==> config.mk <==
export PLATFORM = sky130hd
export DESIGN_NAME = robs_control
export DESIGN_NICKNAME = d
export VERILOG_FILES = /design/src/rtl/robs_control.sv
export SDC_FILE = /design/constraint.sdc
export NUM_CORES = 1
export LEC_CHECK = 0
export ABC_AREA = 1
export BUFFER_PORTS_ARGS = -buffer_cell sky130_fd_sc_hd__buf_2
export CELL_PAD_IN_SITES_DETAIL_PLACEMENT = 1
export CELL_PAD_IN_SITES_GLOBAL_PLACEMENT = 1
export CORE_UTILIZATION = 43
export CTS_BUF_LIST = sky130_fd_sc_hd__clkbuf_8
export CTS_CLUSTER_DIAMETER = 30
export DETAILED_ROUTE_END_ITERATION = 12
export GPL_TIMING_DRIVEN = 0
export PLACE_DENSITY_LB_ADDON = 0.1
export RECOVER_POWER = 50
export SLEW_MARGIN = 20
export SYNTH_ARGS = -nofsm -noshare
export SYNTH_HDL_FRONTEND = slang
export SYNTH_SLANG_ARGS = --single-unit
==> constraint.sdc <==
create_clock -name clk -period 2.3 [get_ports clk]
set_input_delay 0.115 -clock clk [delete_from_list [all_inputs] [get_ports clk]]
set_output_delay 0.115 -clock clk [all_outputs]
set_load 0.03 [all_outputs]
==> src/rtl/robs_control.sv <==
// Control FSM for signed Robertson multiplication: sequences the robs datapath
// through load, add/subtract, arithmetic shift and write-back of {A,X}.
module robs_control #(
    parameter int unsigned WIDTH = 8
) (
    input  logic        clk,
    input  logic        reset,
    input  logic        start,
    input  logic        zr,
    input  logic        zq,
    output logic [14:0] c,
    output logic        busy,
    output logic        done,
    output logic        seq_err
);

    localparam int unsigned CNTW = $clog2(WIDTH + 1);
    localparam int unsigned CW   = 15;

    localparam logic [CNTW-1:0] CNT_LAST = CNTW'(WIDTH);
    localparam logic [CNTW-1:0] CNT_PEN  = CNTW'(WIDTH - 1);

    // Control words per state (bit map: 0 ldY, 1 qrst, 2 clrA, 3 ldX, 5:4 RH sel,
    // 6 RL sel, 7 X sel, 8 ldRH, 9 ldRL, 10 add, 11 arith, 12 shift en, 13 qdec, 14 ldA)
    localparam logic [CW-1:0] C_LOAD  = 15'h000F;
    localparam logic [CW-1:0] C_XFER  = 15'h0300;
    localparam logic [CW-1:0] C_ADD   = 15'h0520;
    localparam logic [CW-1:0] C_SUB   = 15'h0120;
    localparam logic [CW-1:0] C_SHIFT = 15'h1800;
    localparam logic [CW-1:0] C_LDSH  = 15'h2350;
    localparam logic [CW-1:0] C_WB    = 15'h4088;

    typedef enum logic [3:0] {
        IDLE,
        LOAD,
        XFER,
        TEST,
        ADD,
        SUB,
        SHIFT,
        LDSH,
        WB,
        DONE
    } state_t;

    state_t          state, state_nxt;
    logic [CNTW-1:0] cnt, cnt_nxt;
    logic [CW-1:0]   c_nxt;
    logic            busy_nxt;
    logic            done_nxt;
    logic            seq_err_nxt;

    // State, counter and registered Moore outputs (decoded from the next state so c tracks state)
    always_ff @(posedge clk or posedge reset) begin
        if (reset) begin
            state   <= IDLE;
            cnt     <= '0;
            c       <= '0;
            busy    <= 1'b0;
            done    <= 1'b0;
            seq_err <= 1'b0;
        end else begin
            state   <= state_nxt;
            cnt     <= cnt_nxt;
            c       <= c_nxt;
            busy    <= busy_nxt;
            done    <= done_nxt;
            seq_err <= seq_err_nxt;
        end
    end

    // Next-state, counter, zq cross-check and output decode
    always_comb begin
        state_nxt   = state;
        cnt_nxt     = cnt;
        seq_err_nxt = seq_err;
        c_nxt       = '0;

        case (state)
            IDLE: begin
                if (start) begin
                    state_nxt   = LOAD;
                    seq_err_nxt = 1'b0;
                end
            end
            LOAD: begin
                cnt_nxt     = '0;
                seq_err_nxt = 1'b0;
                state_nxt   = XFER;
            end
            XFER:  state_nxt = TEST;
            TEST: begin
                // zq is only cross-checked; sequencing runs on cnt alone
                if ((cnt != '0) && (zq != (cnt == CNT_LAST))) begin
                    seq_err_nxt = 1'b1;
                end
                if (cnt == CNT_LAST) begin
                    state_nxt = WB;
                end else if (zr) begin
                    state_nxt = SHIFT;
                end else if (cnt == CNT_PEN) begin
                    state_nxt = SUB;
                end else begin
                    state_nxt = ADD;
                end
            end
            ADD:   state_nxt = SHIFT;
            SUB:   state_nxt = SHIFT;
            SHIFT: state_nxt = LDSH;
            LDSH: begin
                cnt_nxt   = cnt + CNTW'(1);
                state_nxt = TEST;
            end
            WB:    state_nxt = DONE;
            DONE:  state_nxt = IDLE;
            default: state_nxt = IDLE;
        endcase

        case (state_nxt)
            LOAD:    c_nxt = C_LOAD;
            XFER:    c_nxt = C_XFER;
            ADD:     c_nxt = C_ADD;
            SUB:     c_nxt = C_SUB;
            SHIFT:   c_nxt = C_SHIFT;
            LDSH:    c_nxt = C_LDSH;
            WB:      c_nxt = C_WB;
            default: c_nxt = '0;
        endcase

        busy_nxt = (state_nxt != IDLE);
        done_nxt = (state_nxt == DONE);
    end

endmodule

### Yosys cells after proc, flatten, opt, wreduce, memory -nomap -nowiden

Index checks and enable logic that the tools add are counted.

| operators by class | value |
|---|---|
| add/sub/neg operators | 1 |
| equal/unequal tests | 21 |
| mux-type cells | 10 |
| reductions and logical operators | 9 |

Operators by type and width:

| operator | number |
|---|---|
| 15-bit one-hot mux with 7 select lines | 1 |
| 4-bit by 3-bit == test with 1-bit output, second input constant | 9 |
| 4-bit one-hot mux with 7 select lines | 1 |
| 4-bit == test, second input constant | 4 |
| 4-bit by 2-bit == test with 1-bit output, second input constant | 3 |
| 4-bit by 1-bit == test with 1-bit output, second input constant | 2 |
| 4-bit two-way mux | 2 |
| 4-bit one-hot mux with 2 select lines | 1 |
| 4-bit nonzero test | 2 |
| 4-bit by 1-bit adder with 4-bit output, second input constant | 1 |
| 4-bit zero test | 1 |
| 2-bit inequality test, second input constant | 2 |
| 2-bit OR reduction | 2 |
| 1-bit two-way mux | 3 |
| 1-bit one-hot mux with 3 select lines | 1 |
| 3-bit AND reduction | 1 |
| 3-bit nonzero test | 1 |
| 2-bit two-way mux | 1 |
| 2-bit nonzero test | 1 |
| 1-bit logical AND | 1 |
| 1-bit inequality test | 1 |

| word-level totals | value |
|---|---|
| flip-flop bits (word level) | 26 |

### Depth between registers and ports, before layout

Gate-level depths: netlist (run 1).

| depth | value |
|---|---|
| word-level depth | 7 |
| mapped depth | 9 |
| depth with buffers taken out | 9 |

### Worst setup path after synthesis (run 1)

Ideal clock, no wire load.

| path | value |
|---|---|
| path type | register to register |
| start | register cnt[0] |
| end | register c[8] |
| setup time | 0.129 ns |
| data arrival time | 1.085 ns |
| path slack | 1.085 ns |
| stages on the path, launching flop included | 7 |
| path through | dfrtp_1 -> inv_1 -> ha_1 -> nand3_1 -> nand3_1 -> nand3_1 -> nand3_1 |

| on the way | value |
|---|---|
| cells in the longest elaborated chain, start to end | 7 |
| elaborated cells on any way between the ends | 14 |
| those cells by class | 9 x eq/ne; 5 x mux |

RTL lines:

| item | line | RTL |
|---|---|---|
| start, declared | 47 | `logic [CNTW-1:0] cnt, cnt_nxt;` |
| start signal, assigned | 64 | `cnt <= cnt_nxt;` |
| 4-bit by 3-bit == test with 1-bit output | 101 | `end else if (cnt == CNT_PEN) begin` |
| 1-bit two-way mux | 101 |  |
| 2-bit two-way mux | 99 | `end else if (zr) begin` |
| 4-bit two-way mux (*) | 97 | `if (cnt == CNT_LAST) begin` |
| 4-bit one-hot mux with 7 select lines (*) | 79 | `case (state)` |
| 4-bit == test, or another cell as far along | 119 | `case (state_nxt)` |
| 15-bit one-hot mux with 7 select lines (*) | 119 |  |
| net c_nxt[8] | 48 | `logic [CW-1:0] c_nxt;` |
| end signal, assigned | 65 | `c <= c_nxt;` |
| end, declared | 11 | `output logic [14:0] c,` |

The timed path passes the listed nets; every way through them passes the cells marked *.
A chain may end at the register's enable or synchronous reset.

### Worst setup path in the final report (run 1)

| path | value |
|---|---|
| start | register state[3] |
| end | register c[8] |

| on the way | value |
|---|---|
| cells in the longest elaborated chain, start to end | 5 |
| elaborated cells on any way between the ends | 21 |
| those cells by class | 15 x eq/ne; 3 x mux; 3 x reduce/logical |

RTL lines:

| item | line | RTL |
|---|---|---|
| start, declared | 46 | `state_t state, state_nxt;` |
| start signal, assigned | 63 | `state <= state_nxt;` |
| 4-bit by 3-bit == test with 1-bit output / 4-bit by 2-bit == test with 1-bit output (equally long branches) | 79 |  |
| 2-bit OR reduction (no source line) | n/a |  |
| 4-bit one-hot mux with 7 select lines (*) | 79 |  |
| 4-bit == test, or another cell as far along | 119 |  |
| 15-bit one-hot mux with 7 select lines (*) | 119 |  |
| net c_nxt[8] | 48 |  |

Marks and branches as above.

==> metrics.md, run 1 <==
| Metric | Value |
|---|---|
| Post-layout min period | about 1.4 ns |
| Final clock period utilization by the worst path | between 60% and 70% |
| Max FO, Critical Path | 5 |
| Cell with the biggest individual delay on the critical path | sky130_fd_sc_hd__dfrtp_1 |
| Initial DRC count | 20 |
| Die area | around 2500 sq um |
| Clock buffer depth | 2 |
| Violated checks | hold timing |
| DP HPWL | around 1.7 mm |
| Synth Register Bits | 20 |
| Relative slew slack | around half |
| Met3 track demand over resource | around 2.1% |
| Data required time of the critical path | ~2.4 ns |
| Destination of the worst register-to-register timing path | c[8] |
| Kind of start point of the critical path | flip-flop |
| Maximum number of pins on one net before global-route repair | 21 |
| Count of max-cap constraint violations | 0 |
| Global placer's final weighted congestion | just under 0.8 |
| Number of clock sinks | 20 |
| Pre-antenna DRT Iters | 4 |
| Crit end category | flip-flop |
| RSZ-0062 raised after global routing | no |
| Ratio of total power to cell area | 1500 nW/um^2 |
| Worst Clk Skew | about 0.0035 ns |
| TritonCTS clock tree | done |
| Met1 Track Usage GR | about a quarter |
| Placement Setup Slack | between 0.9 and 1 ns |
| Number of non-filler instances in the completed layout | between 150 and 200 |
| Syn Nets | about 120 |
| Layout area overhead | 20.4% |
| Worst path buffer plus inverter count | 0 |
| Antenna violations before repair | 0 |
| Postcts setup bufs | 0 |
| Htree depth | 1 |
| Type of the most critical hold path | in -> async |
| Antenna Violating Nets Remaining | 0 |
| Worst reg2reg path depth | 6 |
| Fin. max-slew vios | 0 |
| Initial Util | 45.4% |
| Port Buffers | 22 |
| Kind of cell with the highest combined delay on the critical path | simple AND/OR/NAND/NOR gates |
| ANT cells | 0 |
| Worst IR drop on VDD | 637 uV |
| DIE HEIGHT | ~50 microns |
| Global-route wire length before repair | roughly 3.8 mm |
| Count of final setup violators | 0 |
| Average via count per standard cell | between 4 and 5 |
| Final Worst Setup Slack | 0.896 ns |
| Post-Syn Area | ~1000 sq um |
| Slew at the pin closest to its max-slew limit | approximately 0.74 ns |
| Clock transition at the register clock pins on the worst setup and hold paths after CTS | ~0.08 ns |
| Top cell type's share of synthesized area | 49.9% |
| Peak clock frequency supported by timing | roughly 0.71 GHz |
| Top-level port count | 23 |
| Post-Syn Area per Cell | roughly 8.6 sq um |
| Most common cell after layout, fill and taps aside | sky130_fd_sc_hd__nand2_1 |
| Final Hold Vio Count | 20 |
| Path type of the worst setup path | reg -> reg |
| Crit path arrival time | around 1.5 ns |
| Aggregate negative setup slack | 0 ns |
| Post-detailed-route DRC marker count | 0 |
| Number of hold buffers added after cts | 0 |
| Synth Instances | 117 |
| Placement row count | 17 |
| Max incr delay on CP | ~0.45 ns |
| Instance count after placement with tap cells included | around 170 |
| Internal reg-to-reg setup slack | roughly 0.9 ns |
| Wirelength per Cell | around 13 microns |
| CTS buffer count | 3 |
| Total congestion overflow | 0 |
| Final hold slack | -0.0238 ns |
| Placeable core region | 2210 sq um |
| Number of global-route vias before repair | 850 |
| Highest-count cells in the layout ignoring fill and taps | sky130_fd_sc_hd__nand2_1 (25), sky130_fd_sc_hd__dfrtp_1 (20), sky130_fd_sc_hd__inv_1 (16) |
| Netlist cell types | 19 |
| GR Layer Usage met2 | a little under two fifths |
| Total number of yosys warnings | 0 |
| Share of layout cells above drive strength 1 | approximately 29% |
| Worst path depth | 6 |
| Cell taking the most area after synthesis | sky130_fd_sc_hd__dfrtp_1 |
| Result of the run | complete, but fails checks |
| Worst flop-to-flop path startpoint | state[3] |
| Cell Chain, Critical Path | nor2_2 -> nand3_2 -> nand2_2 -> nor2_2 -> nand3_1 -> nand3_1 |
| Width of the die | between 50 and 60 microns |
| PostCTS Resize Cnt | 0 |
| Portion of the post-synthesis area used by sequential elements | between 40% and 50% |
| Crit. Startpoint | state[3] |
| Overall global routing resource usage | around a fifth |
| Net count of the finished layout | 151 |
| Clk_lat worst skew | ~0.26 ns |
| Total via count in the routed design | 851 |
| Leakage power summed over all cells | 0.716 nW |
| Root buffer cell | sky130_fd_sc_hd__clkbuf_8 |
| Critical path destination | c[8] |
| Dominant cells by area after synthesis | sky130_fd_sc_hd__dfrtp_1 (50%), sky130_fd_sc_hd__nand2_1 (9.4%), sky130_fd_sc_hd__nand3_1 (6.5%), sky130_fd_sc_hd__inv_1 (6.0%), sky130_fd_sc_hd__buf_4 (4.5%) |
| Global route hottest layer | met2 |
| Total wirelength of the detailed-routed design | about 2.3 mm |
-- worst min path at each step --
| stage | start | to | slack, ns | cells past startpoint |
|---|---|---|---|---|
| floorplan | reset | busy | 0.08 | 1 |
| CTS | reset | c[10] | 0.005 | 2 |
| global placement | reset | c[8] | 0.26 | 2 |
| detailed placement | reset | c[13] | 0.28 | 2 |
| global route | reset | c[9] | 0.06 | 2 |
| finish | reset | c[10] | -0.02 | 2 |
-- synth_stat cells --
library cell,count
sky130_fd_sc_hd__a31oi_1,1
sky130_fd_sc_hd__buf_4,6
sky130_fd_sc_hd__dfrtp_1,20
sky130_fd_sc_hd__ha_1,2
sky130_fd_sc_hd__inv_1,16
sky130_fd_sc_hd__inv_2,2
sky130_fd_sc_hd__nand2_1,25
sky130_fd_sc_hd__nand2_2,6
sky130_fd_sc_hd__nand2_4,1
sky130_fd_sc_hd__nand3_1,13
sky130_fd_sc_hd__nand3_2,2
sky130_fd_sc_hd__nand4_1,1
sky130_fd_sc_hd__nor2_1,10
sky130_fd_sc_hd__nor2_2,5
sky130_fd_sc_hd__nor2_4,2
sky130_fd_sc_hd__o21ai_0,2
sky130_fd_sc_hd__o22ai_1,1
sky130_fd_sc_hd__o32ai_1,1
sky130_fd_sc_hd__xor2_1,1
-- registers in the layout, summed over array words and instances (netlist names) --
signal and count:
c 9, cnt 4, state 4, busy 1, done 1, seq_err 1
-- metal layers --
layer	vias to the layer above	wire length, microns	part of all wire [%]
li1	408	-	-
met1	414	980	43
met2	24	1180	52
met3	5	87	3.8
met4	0	31	1.4
met5	-	0	0
-- where the power goes --
group,leakage [nW],total (mW),switching (mW),internal (mW)
clock,0.0357,0.349,0.116,0.232
sequential,0.260,0.550,0.0833,0.467
combinational,0.420,0.918,0.639,0.279
total,0.716,1.82,0.839,0.978
-- area by class of cell --
type                    instances  area, sq um
plain buffers                   6         45.0
clock inverters                 1         30.0
multi-input cells              73          390
inverters                      18         67.6
repair buffers                 22         98.8
well taps                      28         35.0
fillers                       284         1000
clock buffers                   3         41.3
flip-flops and latches         20          500
-- logic make-up (layout without fill, tap and decap cells) --
logic type	Yosys count	count (layout)	synth area share (%)
fa+ha+maj	2	2	2.49
simple gates	65	65	32.4
xor+xnor	1	1	0.873
compound gates	5	5	3.12
buf+inv	24	50	11.2
flops	20	20	49.9
-- worst register-to-register path: stages, from the launching register on --
cell and delay (ns):
sky130_fd_sc_hd__dfrtp_1 0.45, sky130_fd_sc_hd__nor2_2 0.22, sky130_fd_sc_hd__nand3_2 0.18, sky130_fd_sc_hd__nand2_2 0.16, sky130_fd_sc_hd__nor2_2 0.06, sky130_fd_sc_hd__nand3_1 0.13
sky130_fd_sc_hd__nand3_1 0.09
-- through the flow --
stage          util [%]  total power, mW  cell area, sq um
5_1_grt            54.6             1.95              1210
3_5_place_dp       51.9             1.49              1150
4_1_cts            55.1             1.85              1220
2_1_floorplan         -             1.26              1000
6_report           54.6             1.82              1210
3_3_place_gp       51.9             1.45              1150
Note: power is estimated with default switching activity, not from simulation.
==> inputs of run 2 (changes only) <==
- CORE_UTILIZATION: 43 -> 36
- clock period: 2.3 -> 1.2 ns (I/O delays scaled with it)
==> metrics.md, run 2 (synthesis results as in run 1) <==
| Metric | Value |
|---|---|
| Aggregate negative setup slack | -1.13 ns (-1.13 ns) |
| Data required time of the critical path | 1.34 ns (-1.09 ns) |
| Placement Setup Slack | -0.136 ns (-1.06 ns) |
| Global placer's final weighted congestion | 0.764 (-0.84%) |
| Number of non-filler instances in the completed layout | 197 (+15%) |
| Slew at the pin closest to its max-slew limit | 0.439 ns (-0.304 ns) |
| Number of global-route vias before repair | 863 (+1.5%) |
| Total via count in the routed design | 977 (+15%) |
| TritonCTS clock tree | done |
| Peak clock frequency supported by timing | 0.745 GHz (+4.6%) |
| Clock transition at the register clock pins on the worst setup and hold paths after CTS | 0.08 ns (about the same) |
| Global-route wire length before repair | 3.88 mm (+1.6%) |
| Final clock period utilization by the worst path | 112% (+51 points) |
| Type of the most critical hold path | in -> reg |
| Htree depth | 1 (unchanged) |
| Internal power of the cells | 2.39 mW (+140%) |
| Count of max-cap constraint violations | 0 (unchanged) |
| CTS buffer count | 3 (unchanged) |
| Kind of start point of the critical path | flip-flop |
| Final hold slack | 0.127 ns (+0.151 ns) |
| Root buffer cell | sky130_fd_sc_hd__clkbuf_8 |
| Sw Pwr | 2.16 mW (+160%) |
| DP HPWL | 1.67 mm (-3.8%) |
| Top-level port count | 23 (unchanged) |
| RSZ-0062 raised after global routing | yes |
| Clock buffer depth | 2 (unchanged) |
| Internal reg-to-reg setup slack | -0.14 ns (-1.04 ns) |
| Register containing the most flip-flops in the final layout | c |
| Antenna violations before repair | 0 (unchanged) |
| Comb pwr share | 63.8% (+13 points) |
| Switching share of total power | 47.4% (+1.2 points) |
| Layout area overhead | 58.7% |
| Width of the die | 54.8 microns (+8.9%) |
| Relative slew slack | 70.7% (+20 points) |
| Post-layout min period | 1.34 ns (-0.0611 ns) |
| Path type of the worst setup path | reg -> reg |
| DIE HEIGHT | 54.8 microns (+8.9%) |
| Post-detailed-route DRC marker count | 0 (unchanged) |
| Placement row count | 18 (+1) |
| Port Buffers | 22 (unchanged) |
| Layout Utilization | 62.6% (+7.9 points) |
| Max incr delay on CP | 0.47 ns (+0.02 ns) |
| Flip-flop count of the largest register, all copies and words added | 9 (unchanged) |
| Clk_lat worst skew | 0.26 ns (about the same) |
| Average via count per standard cell | 4.96 (-0.35%) |
| Part of the power in the clock network | 11.5% (-7.7 points) |
| Count of fill cells added during filler insertion | 295 (+3.9%) |
| Overall global routing resource usage | 18.8% (-1.7 points) |
| Total wirelength of the detailed-routed design | 3.27 mm (+44%) |
| Die area | 3000 sq um (+19%) |
| Final Worst Setup Slack | -0.142 ns (-1.04 ns) |
| Count of final setup violators | 13 (+13) |
| Fin. max-slew vios | 0 (unchanged) |
| Maximum number of pins on one net before global-route repair | 21 (unchanged) |
| Number of clock sinks | 20 (unchanged) |
| Total area of multi-input combinational cells | 552 sq um (+41%) |
| Part of the total power dissipated in sequential elements | 24.8% (-5.5 points) |
| Net count of the finished layout | 175 (+16%) |
| Cell Chain, Critical Path | nand2_4 -> nor2_4 -> buf_6 -> buf_4 -> buf_4 -> a31oi_1 -> nand3_1 |
| Ratio of total power to cell area | 2860 nW/um^2 (+90%) |
| Dominant cell type by count on the critical path | sky130_fd_sc_hd__buf_4 |
| Cell with the biggest individual delay on the critical path | sky130_fd_sc_hd__dfrtp_2 |
| Worst Clk Skew | 0.00494 ns (+0.00146 ns) |
| Initial Util | 39.4% (-5.9 points) |
| Result of the run | complete, but fails checks |
| Instance count after placement with tap cells included | 169 (+1.2%) |
| Worst IR drop on VDD | 1810 uV (+180%) |
| Initial DRC count | 10 (-50%) |
| Leading registers by flop count | c: 9 flops, cnt: 4 flops, state: 4 flops |
| Total congestion overflow | 0 (unchanged) |
| Flip-flop and latch area | 505 sq um (+1.0%) |
| Placeable core region | 2540 sq um (+15%) |
| Antenna Violating Nets Remaining | 0 (unchanged) |
| Wirelength per Cell | 16.6 microns (+25%) |
| Crit path arrival time | 1.48 ns (-0.06 ns) |
| Pre-antenna DRT Iters | 4 (unchanged) |
| Share of layout cells above drive strength 1 | 60.5% (+32 points) |
| Crit end category | flip-flop |
| ANT cells | 0 (unchanged) |
| Violated checks | setup timing |
| Max FO, Critical Path | 4 (-1) |
| Leakage power summed over all cells | 0.867 nW (+21%) |
| Final Hold Vio Count | 0 (-100%) |
| Highest-count cells in the layout ignoring fill and taps | sky130_fd_sc_hd__buf_4 (20), sky130_fd_sc_hd__buf_2 (20), sky130_fd_sc_hd__nand2_1 (19) |
==> run 2: cell count changes in the layout (fill, tap and decap cells not counted), sizes merged <==
cell         previous run  this run
buf                    19        49
clkbuf                 12         6
bufinv                  1         0
clkinvlp                0         1
dlygate4sd3             0         1
inv                    18        17
==> run 2: power by group through the flow <==
stage                     Combinational, mW  Sequential, mW  Clock [mW]
final                                  2.90            1.13       0.521
after global routing                   3.13            1.15       0.553
after CTS                              2.11            1.05       0.527
after detailed placement               1.78            1.06           0
after global placement                 1.74            1.05           0
after floorplan                        1.17            1.25           0
==> run 2: cell type report <==
| type | instances | area share [%] |
|---|---|---|
| Clock buffer | 4 | 3.46 |
| Sequential cell | 20 | 31.7 |
| Timing Repair Buffer | 46 | 20.3 |
| Inverter | 18 | 4.63 |
| Multi-Input combinational cell | 73 | 34.6 |
| Buffer | 6 | 2.83 |
| Tap cell | 30 | 2.36 |
==> run 2: metal layers <==
layer  routed length, microns  vias to the layer above  part of all wire (%)  global-route usage, %
met5                        0                        -                     0                      0
met4                       64                        0                   2.0                   5.13
met3                      109                        7                   3.3                   3.33
met2                     1770                       25                    54                   33.7
met1                     1330                      489                    41                   22.5
li1                         -                      456                     -                      -
==> run 2: final timing paths <==
kind                               start       end  depth (start not counted)
max in group asynchronous          reset  state[0]                          3
worst max register to register  state[0]      c[8]                          7
min in group asynchronous          reset      busy                          3
worst min register to register   seq_err   seq_err                          2
worst max-delay path            state[0]      c[8]                          7
worst min-delay path                  zr  state[1]                          3
==> run 2: per-stage QoR <==
step / total power [mW] / cell area [sq um]
floorplan: 2.43 / 1010
global placement: 2.80 / 1160
detailed placement: 2.84 / 1160
CTS: 3.69 / 1340
global route: 4.84 / 1590
finish: 4.55 / 1590
==> run 2: worst max-delay path: cells and delay by family (launching register included) <==
kind	cells	cell delay (ns)
AO/OA/AOI/OAI	1	0.12
AND/OR/NAND/NOR	3	0.27
flip-flops	1	0.47
buffers and inverters	3	0.37
==> run 2: timing repair <==
action                                  in CTS  in global routing
hold buffers                                 1                  0
hold endpoints to repair                    20                  0
pin swaps                                    3                 15
setup buffers                                7                 16
resized for setup                           16                 39
endpoints found under the setup margin      11                 17
==> inputs of run 3 (changes only) <==
- SETUP_SLACK_MARGIN: not set -> 0.05
==> metrics.md, run 3 (synthesis results as in run 1) <==
| Metric | Value |
|---|---|
| Peak clock frequency supported by timing | 0.778 GHz (+4.4%) |
| Clock buffer depth | 2 (unchanged) |
| Total power | 3.99 mW (-12%) |
| Data required time of the critical path | 1.35 ns (about the same) |
| Relative slew slack | 70.9% (+0.22 points) |
| Port Buffers | 22 (unchanged) |
| Kind of start point of the critical path | flip-flop |
| Total via count in the routed design | 869 (-11%) |
| Result of the run | complete, but fails checks |
| Average via count per standard cell | 4.80 (-3.2%) |
| Met3 track demand over resource | 4.44% (+1.1 points) |
| Crit end category | flip-flop |
| Total congestion overflow | 0 (unchanged) |
| Type of the most critical hold path | in -> reg |
| Cell with the biggest individual delay on the critical path | sky130_fd_sc_hd__dfrtp_2 |
| Final hold slack | 0.0627 ns (-0.0643 ns) |
| Layout area overhead | 42.3% |
| RSZ-0062 raised after global routing | yes |
| Clk_lat worst skew | 0.26 ns (about the same) |
| Ratio of total power to cell area | 2790 nW/um^2 (-2.3%) |
| Global-route wire length before repair | 3.64 mm (-6.2%) |
| Internal reg-to-reg setup slack | -0.09 ns (+0.06 ns) |
| Worst IR drop on VDD | 1560 uV (-14%) |
| Layout Utilization | 56.1% (-6.5 points) |
| Htree depth | 1 (unchanged) |
| Highest-count cells in the layout ignoring fill and taps | sky130_fd_sc_hd__nand2_1 (22), sky130_fd_sc_hd__buf_2 (20), sky130_fd_sc_hd__dfrtp_1 (15) |
| Placement row count | 18 (unchanged) |
| Post-detailed-route DRC marker count | 0 (unchanged) |
| Worst flop-to-flop path startpoint | state[3] |
| Aggregate negative setup slack | -0.555 ns (+0.578 ns) |
| Flip-flop count of the largest register, all copies and words added | 9 (unchanged) |
| Root buffer cell | sky130_fd_sc_hd__clkbuf_8 |
| ANT cells | 0 (unchanged) |
| Register containing the most flip-flops in the final layout | c |
| Antenna violations before repair | 0 (unchanged) |
| Global route hottest layer | met2 |
| Final Worst Setup Slack | -0.0861 ns (+0.0563 ns) |
| Most common cell after layout, fill and taps aside | sky130_fd_sc_hd__nand2_1 |
| CTS buffer count | 3 (unchanged) |
| Top-level port count | 23 (unchanged) |
| Post-layout min period | 1.29 ns (-0.0563 ns) |
| Number of global-route vias before repair | 833 (-3.5%) |
| Count of max-cap constraint violations | 0 (unchanged) |
| Count of final setup violators | 9 (-4) |
| Crit. Startpoint | state[3] |
| Violated checks | setup timing |
| Die area | 3000 sq um (unchanged) |
| Worst Clk Skew | 0.000987 ns (-0.00396 ns) |
| Max FO, Critical Path | 6 (+2) |
| Final clock period utilization by the worst path | 107% (-4.7 points) |
| Pre-antenna DRT Iters | 4 (unchanged) |
| Leakage power summed over all cells | 0.783 nW (-9.6%) |
| Fin. max-slew vios | 0 (unchanged) |
| Count of fill cells added during filler insertion | 291 (-1.4%) |
| Clock transition at the register clock pins on the worst setup and hold paths after CTS | 0.07 ns (about the same) |
| Number of clock sinks | 20 (unchanged) |
| Critical path destination | c[8] |
| Destination of the worst register-to-register timing path | c[8] |
| Antenna Violating Nets Remaining | 0 (unchanged) |
| Wirelength per Cell | 14.9 microns (-10%) |
| Met1 Track Usage GR | 20.2% (-2.3 points) |
| DIE HEIGHT | 54.8 microns (unchanged) |
| Cell Chain, Critical Path | inv_2 -> nand2_4 -> nor2_4 -> nand3_2 -> nand3_4 -> nand3_2 |
| Final Hold Vio Count | 0 (unchanged) |
| Width of the die | 54.8 microns (unchanged) |
| Slew at the pin closest to its max-slew limit | 0.436 ns (-0.00334 ns) |
| Global placer's final weighted congestion | 0.813 (+6.4%) |
| Crit path arrival time | 1.43 ns (-0.05 ns) |
| Initial DRC count | 5 (-5) |
| Total wirelength of the detailed-routed design | 2.69 mm (-18%) |
| Max incr delay on CP | 0.46 ns (about the same) |
| Maximum number of pins on one net before global-route repair | 21 (unchanged) |
| Dominant cell type by count on the critical path | sky130_fd_sc_hd__nand3_2 |
| Path type of the worst setup path | reg -> reg |
| GR Layer Usage met2 | 31.5% (-2.2 points) |
| Worst reg2reg path depth | 6 (-1) |
| DP HPWL | 1.71 mm (+2.3%) |
| Overall global routing resource usage | 17.9% (-0.90 points) |
| Net count of the finished layout | 160 (-8.6%) |
| Leading registers by flop count | c: 9 flops, cnt: 4 flops, state: 4 flops |
| Placeable core region | 2540 sq um (unchanged) |
| TritonCTS clock tree | done |
| Share of layout cells above drive strength 1 | 54.3% (-6.2 points) |
| Initial Util | 39.4% (unchanged) |
==> run 3: changes by cell type in the layout (fill, tap and decap cells not counted), moves of 2 or more <==
cell and delta:
sky130_fd_sc_hd__buf_4 -9, sky130_fd_sc_hd__buf_6 -6, sky130_fd_sc_hd__nand3_2 +4, sky130_fd_sc_hd__nand2_1 +3, sky130_fd_sc_hd__nand2_2 -3, sky130_fd_sc_hd__nand3_4 -3
sky130_fd_sc_hd__inv_1 +2, sky130_fd_sc_hd__inv_2 -2, sky130_fd_sc_hd__nor2_1 +2
==> run 3: how the worst min path moves through the flow <==
stage | endpoint | depth (start not counted) | from
2_1_floorplan | busy | 1 | reset
3_3_place_gp | c[13] | 2 | reset
3_5_place_dp | c[5] | 2 | reset
4_1_cts | c[2] | 3 | start
5_1_grt | c[2] | 3 | start
6_report | c[2] | 3 | start
==> run 3: final cells by class <==
cell class	count	area, sq um	share of cell area (%)
Buffer	6	45.0	3.16
Clock buffer	3	41.3	2.89
Inverter	18	73.8	5.17
Multi-Input combinational cell	73	534	37.4
Sequential cell	20	507	35.5
Tap cell	30	37.5	2.63
Timing Repair Buffer	31	189	13.2
==> run 3: metal layers <==
layer	up-vias	part of all wire [%]	wire (microns)
met5	-	0	0
met1	419	41	1110
li1	429	-	-
met3	2	3.0	82
met2	19	55	1470
met4	0	1.0	28
==> run 3: power breakdown <==
part	internal (mW)	total (mW)	switching, mW
combinational	0.884	2.42	1.54
sequential	0.908	1.12	0.211
clock	0.224	0.443	0.219
==> run 3: critical path: cells and delay by family, from the launching register on <==
kind,cells,cell delay (ns)
simple gates,5,0.61
buf+inv,1,0.09
flops,1,0.46
==> run 3: through the flow <==
stage	area, sq um	std cells	worst slack (ns)
after floorplan	1020	117	0.0532
after global placement	1170	169	-0.112
after detailed placement	1170	169	-0.123
after CTS	1300	177	-0.0787
after global routing	1430	181	-0.177
final	1430	181	-0.0861
==> run 3: timing repair <==
item / 4_1_cts / 5_1_grt
gates resized for setup: 14 / 26
setup endpoints to repair: 14 / 26
hold buffers: 1 / 0
pin swaps: 0 / 6
setup buffers: 4 / 4
hold endpoints to repair: 20 / 0
